## src/rtl/btb_update_ctrl.sv

```systemverilog
// Write-side controller for the 1024x32 BTB: a coalescing update queue that drains
// in fetch-idle cycles, forces a write after sustained starvation, and forwards pending targets.
module btb_update_ctrl #(
    parameter int DEPTH        = 4,
    parameter int STARVE_LIMIT = 8
) (
    input  logic        i_clk,
    input  logic        i_rst_n,
    input  logic        i_upd_valid,
    input  logic [31:0] i_upd_pc,
    input  logic [31:0] i_upd_target,
    output logic        o_upd_ready,
    input  logic        i_fetch_req,
    input  logic [31:0] i_fetch_pc,
    output logic        o_fetch_stall,
    output logic        o_fwd_hit,
    output logic [31:0] o_fwd_data,
    output logic        o_btb_wren,
    output logic [9:0]  o_btb_addr,
    output logic [31:0] o_btb_wdata
);

    localparam int PTR_W = $clog2(DEPTH);
    localparam int CNT_W = PTR_W + 1;
    localparam int STV_W = $clog2(STARVE_LIMIT + 1);

    typedef enum logic [1:0] {
        ST_IDLE,
        ST_PEND,
        ST_FORCE
    } state_e;

    state_e             state_q, state_d;
    logic [PTR_W-1:0]   head_q, head_d;
    logic [PTR_W-1:0]   tail_q, tail_d;
    logic [CNT_W-1:0]   count_q, count_d;
    logic [STV_W-1:0]   starve_q, starve_d;
    logic [9:0]         idx_q  [DEPTH];
    logic [9:0]         idx_d  [DEPTH];
    logic [31:0]        data_q [DEPTH];
    logic [31:0]        data_d [DEPTH];

    logic [9:0]         upd_idx, fetch_idx;
    logic [DEPTH-1:0]   vld, upd_match, fetch_match;
    logic               full, wren, accept, bypass, overwrite, alloc, blocked;
    logic               unused_pc_bits;

    assign upd_idx        = i_upd_pc[11:2];
    assign fetch_idx      = i_fetch_pc[11:2];
    assign unused_pc_bits = ^{i_upd_pc[31:12], i_upd_pc[1:0], i_fetch_pc[31:12], i_fetch_pc[1:0]};

    // Slot i is live when its distance from head (mod DEPTH) is below count.
    always_comb begin
        vld         = '0;
        upd_match   = '0;
        fetch_match = '0;
        for (int i = 0; i < DEPTH; i++) begin
            vld[i]         = {1'b0, PTR_W'(i) - head_q} < count_q;
            upd_match[i]   = vld[i] && (idx_q[i] == upd_idx);
            fetch_match[i] = vld[i] && (idx_q[i] == fetch_idx);
        end
    end

    assign full      = (count_q == CNT_W'(DEPTH));
    assign wren      = (count_q != '0) &&
                       ((state_q == ST_FORCE) || ((state_q == ST_PEND) && !i_fetch_req));
    assign accept    = i_upd_valid && o_upd_ready;
    assign bypass    = accept && wren && upd_match[head_q];
    assign overwrite = accept && (|upd_match) && !bypass;
    assign alloc     = accept && !(|upd_match);
    assign blocked   = (state_q == ST_PEND) && full && i_fetch_req;

    assign o_upd_ready   = !full || wren;
    assign o_btb_wren    = wren;
    assign o_fetch_stall = wren && (state_q == ST_FORCE);
    assign o_btb_addr    = wren ? idx_q[head_q] : fetch_idx;
    assign o_btb_wdata   = !wren ? '0 : (bypass ? i_upd_target : data_q[head_q]);
    assign o_fwd_hit     = |fetch_match;

    // Indices are unique, so OR-reducing the matching slots yields the single hit.
    always_comb begin
        o_fwd_data = '0;
        for (int i = 0; i < DEPTH; i++) begin
            if (fetch_match[i]) o_fwd_data = o_fwd_data | data_q[i];
        end
    end

    always_comb begin
        idx_d  = idx_q;
        data_d = data_q;
        for (int i = 0; i < DEPTH; i++) begin
            if (overwrite && upd_match[i]) data_d[i] = i_upd_target;
        end
        if (alloc) begin
            idx_d[tail_q]  = upd_idx;
            data_d[tail_q] = i_upd_target;
        end
        head_d  = head_q + PTR_W'(wren);
        tail_d  = tail_q + PTR_W'(alloc);
        count_d = count_q + CNT_W'(alloc) - CNT_W'(wren);
    end

    always_comb begin
        starve_d = '0;
        if (blocked && (starve_q != STV_W'(STARVE_LIMIT - 1))) starve_d = starve_q + 1'b1;
        if (count_d == '0)
            state_d = ST_IDLE;
        else if (blocked && (starve_q == STV_W'(STARVE_LIMIT - 1)))
            state_d = ST_FORCE;
        else
            state_d = ST_PEND;
    end

    always_ff @(posedge i_clk or negedge i_rst_n) begin
        if (!i_rst_n) begin
            state_q  <= ST_IDLE;
            head_q   <= '0;
            tail_q   <= '0;
            count_q  <= '0;
            starve_q <= '0;
            for (int i = 0; i < DEPTH; i++) begin
                idx_q[i]  <= '0;
                data_q[i] <= '0;
            end
        end else begin
            state_q  <= state_d;
            head_q   <= head_d;
            tail_q   <= tail_d;
            count_q  <= count_d;
            starve_q <= starve_d;
            idx_q    <= idx_d;
            data_q   <= data_d;
        end
    end

endmodule

```

## config.mk

```make
export PLATFORM = sky130hd
export DESIGN_NAME = btb_update_ctrl
export DESIGN_NICKNAME = d
export VERILOG_FILES = /design/src/rtl/btb_update_ctrl.sv
export SDC_FILE = /design/constraint.sdc
export NUM_CORES = 1
export LEC_CHECK = 0
export BUFFER_PORTS_ARGS = -buffer_cell sky130_fd_sc_hd__buf_2
export CAP_MARGIN = 20
export CORE_ASPECT_RATIO = 0.5
export CORE_MARGIN = 2
export CORE_UTILIZATION = 24
export DETAILED_ROUTE_END_ITERATION = 16
export PLACE_DENSITY = 0.44
export SKIP_LAST_GASP = 1
export SYNTH_ARGS = -nofsm -noshare
export SYNTH_HDL_FRONTEND = slang
export SYNTH_SLANG_ARGS = --single-unit
```

## constraint.sdc

```tcl
create_clock -name i_clk -period 5.26 [get_ports i_clk]
set_input_delay 0 -clock i_clk [delete_from_list [all_inputs] [get_ports i_clk]]
set_output_delay 0 -clock i_clk [all_outputs]
set_load 0.05 [all_outputs]
```

==> impl_metrics.csv <==
group,metric,value,unit
global_routing,grtUsageTotal,14.3,%
logic_synthesis,ys.flop_type,"dfrtp_1",
drt,wirelength,32.3,mm
placement,place_inst,1533,
finish,finish.utilization,29.6,%
logic_synthesis,async_flop_share,100,%
critical_path,cp.arrival,4.10,ns
drt,viasPerCell,4.70,
logic_synthesis,synth_area_leaders,"dfrtp_1 (42%), mux2_2 (11%), mux4_2 (8.9%)",
drt,postRouteAntennaNets,0,
logic_synthesis,synth_area_leader_cell,"dfrtp_1",
min_path,holdCritPathClass,"input port to async pin",
finish,drive_gt1_share,39.9,%
critical_path,path_max_fanout,32,
critical_path,path_class,"flop to output pin",
logic_synthesis,synthDistinctLibCells,52,
placement,io_buffers,133,
logic_synthesis,synthAdderAreaFrac,1.24,%
clocking,holdBufCountCts,44,
finish,area_growth_syn_to_layout,21.4,%
logic_synthesis,ys_warn_count,0,
logic_synthesis,synth-edff-count,0,
outcome,status,"finished clean",
power_and_ir_drop,ir_drop,258,uV
global_routing,grt_max_degree,72,
clocking,clk_latency,0.46,ns
sta,relSlewSlack,37.4,%
power_and_ir_drop,power_density,626,nW/um2
placement,gp_congestion,0.788,
floorplan,die_area,46200,um2
drt,vias,7567,
global_routing,antenna_found_initial,2,
clocking,cts_tree,"done",
drt,wl_per_cell,20.1,um
sta,fin_skew,0.0223,ns
logic_synthesis,synth_top_family_by_area,"multiplexers",
finish,final-seq-area,4530,um2
finish,finalNonFillerCells,1609,
placement,dpl.hpwl,20.6,mm
drt,drtIter0Drc,421,
floorplan,ios,178,
finish,nNetsFinal,1118,
sta,setup_viol,0,
clocking,htreeDepth,4,
clocking,cts.sinks,181,
floorplan,die_w,302,um
sta,hold_viol,0,
critical_path,start_kind,"flop",
clocking,cts_setup_buffers,0,
global_routing,grt_pass1_vias,8153,
sta,max_freq,0.244,GHz
sta,maxSlewViolCount,0,
finish,fillers,4462,
drt,drc,0,
run,cap_violations,0,
power_and_ir_drop,p_leak,0.00547,uW
logic_synthesis,synth_nets,970,
clocking,root_buffer,"clkbuf_16",
logic_synthesis,synth_xor_area_share,7.06,%
logic_synthesis,syn_area,10700,um2
critical_path,crit_path_end_kind,"output pin",
global_routing,overflow,0,
logic_synthesis,synthMuxAreaShare,31.8,%
global_routing,grt_pass1_wl,49.8,mm
finish,multiInputGateArea,5800,um2
sta,finalCriticalPeriod,4.10,ns
floorplan,die_y,153,um
clocking,cts_resized,0,
finish,diodes,0,
logic_synthesis,yosysSeqAreaShare,42.5,%
logic_synthesis,synth_compound_area_share,6.28,%
floorplan,start_util,24.4,%
logic_synthesis,yosysTopAreaCellShare,42.5,%
logic_synthesis,synthCells,860,
logic_synthesis,syn_area_per_cell,12.4,um2
sta,rsz0062_at_grt,"false",
sta,fin_tns_setup,0,ns
sta,finalCritPeriodShare,78.0,%
drt,dr.pass1.iters,4,
clocking,clkTransAtPathRegs,0.07,ns
logic_synthesis,synth_seq_cells,181,
clocking,cts_inserted_buffers,17,
clocking,ctsLongestPathBuffers,2,
floorplan,core_area,43700,um2
sta,tightestPinTransition,0.939,ns
logic_synthesis,synthSimpleGateAreaFrac,7.61,%
floorplan,fp-row-count,54,
critical_path,crit_required,5.26,ns
## cell usage after synthesis, drive strengths merged, types with 2 or more instances
master  count
ha          9
nor2b       2
nor3       10
nand2b      3
xnor2      56
mux2      168
nor2       48
o21bai      3
o22ai       4
nor4        9
mux2i      33
and4b       2
buf        37
clkbuf     30
a21oi       3
mux4       42
nand3       6
inv        11
nand2      77
xor2       30
dfrtp     181
a22oi      64
or4         2
nand4      13
## metrics by stage
stage	hold WS [ns]	cell area (um2)	setup slack, ns	total power (uW)
after floorplan	-0.296	10700	1.17	5850
after global placement	0.0515	11900	1.21	6790
after detailed placement	0.0571	11900	1.17	6870
after CTS	0.134	13000	1.07	8210
after global routing	0.188	13000	0.865	8620
final	0.118	13000	1.16	8110
## sequential cells by signal, summed over array words and instances, names as in the netlist
register,cells
tail_q,2
state_q,2
data_q,128
head_q,2
idx_q,40
starve_q,4
count_q,3
## where the power goes
part	internal (uW)	leakage, uW	switching, uW	total [uW]
logic	1980	0.00305	2060	4030
clock network	664	0.000275	601	1270
registers	2100	0.00215	711	2810
## kinds of logic (layout without fill, tap and decap cells)
| kind of cell | after synthesis | count (layout) |
|---|---|---|
| AOI/OAI and AO/OA | 85 | 85 |
| xor gates and xnor gates | 86 | 86 |
| adders and majority gates | 10 | 10 |
| buffers and inverters | 78 | 239 |
| DFF | 181 | 181 |
| muxes | 243 | 243 |
| and+or+nand+nor | 177 | 177 |
## routing by layer
layer,share of wire (%),track usage (%),up-vias
met5,0.071,0,-
met4,1.7,4.76,4
met3,3.3,2.33,37
met2,50,24.1,137
met1,45,18.5,3978
li1,-,-,3411
## layout by cell type (no fill, tap or decap), types with 3 or more instances in the layout
master and n:
a21oi_1 3, a22oi_1 64, buf_2 132, buf_4 18
clkbuf_16 17, dfrtp_1 179, dlygate4sd3_1 44, ha_1 9
inv_1 10, inv_6 6, mux2_1 6, mux2_2 102
mux2_4 60, mux2i_1 33, mux4_2 42, nand2_1 77
nand2b_1 3, nand3_1 6, nand4_1 13, nor2_1 46
nor3_1 6, nor3_2 4, nor4_1 6, nor4_2 3
xnor2_1 56, xor2_1 30
## final cells by class
type | count | share of cell area, %
inverter | 11 | 0.319
tap | 588 | 5.68
clock inverter | 14 | 1.09
multi-input combinational | 601 | 44.7
sequential | 181 | 35.0
clock buffer | 18 | 3.31
timing repair buffer | 196 | 9.84
## worst paths after layout
check / from / endpoint / slack (ns) / depth (start not counted)
min: i_rst_n / idx_q[18] / 0.12 / 2
max in group asynchronous: i_rst_n / head_q[0] / 3.84 / 3
max: head_q[1] / o_btb_wdata[7] / 1.16 / 12
min in group i_clk: i_upd_target[13] / data_q[109] / 0.37 / 3
max reg2reg: head_q[1] / state_q[1] / 1.22 / 16
min reg2reg: starve_q[0] / starve_q[0] / 0.47 / 1
## critical path, cell delays in order (launching register included)
cell and delay, ns:
dfrtp_2 0.38, buf_4 0.35, inv_1 0.15, ha_1 0.33
a21boi_0 0.14, o21ba_2 0.27, nor4_2 0.56, nand2_1 0.11
o211ai_1 0.10, buf_4 0.60, mux2i_1 0.16, nor2_1 0.20
buf_2 0.31
Power figures use the tool's default switching activity.
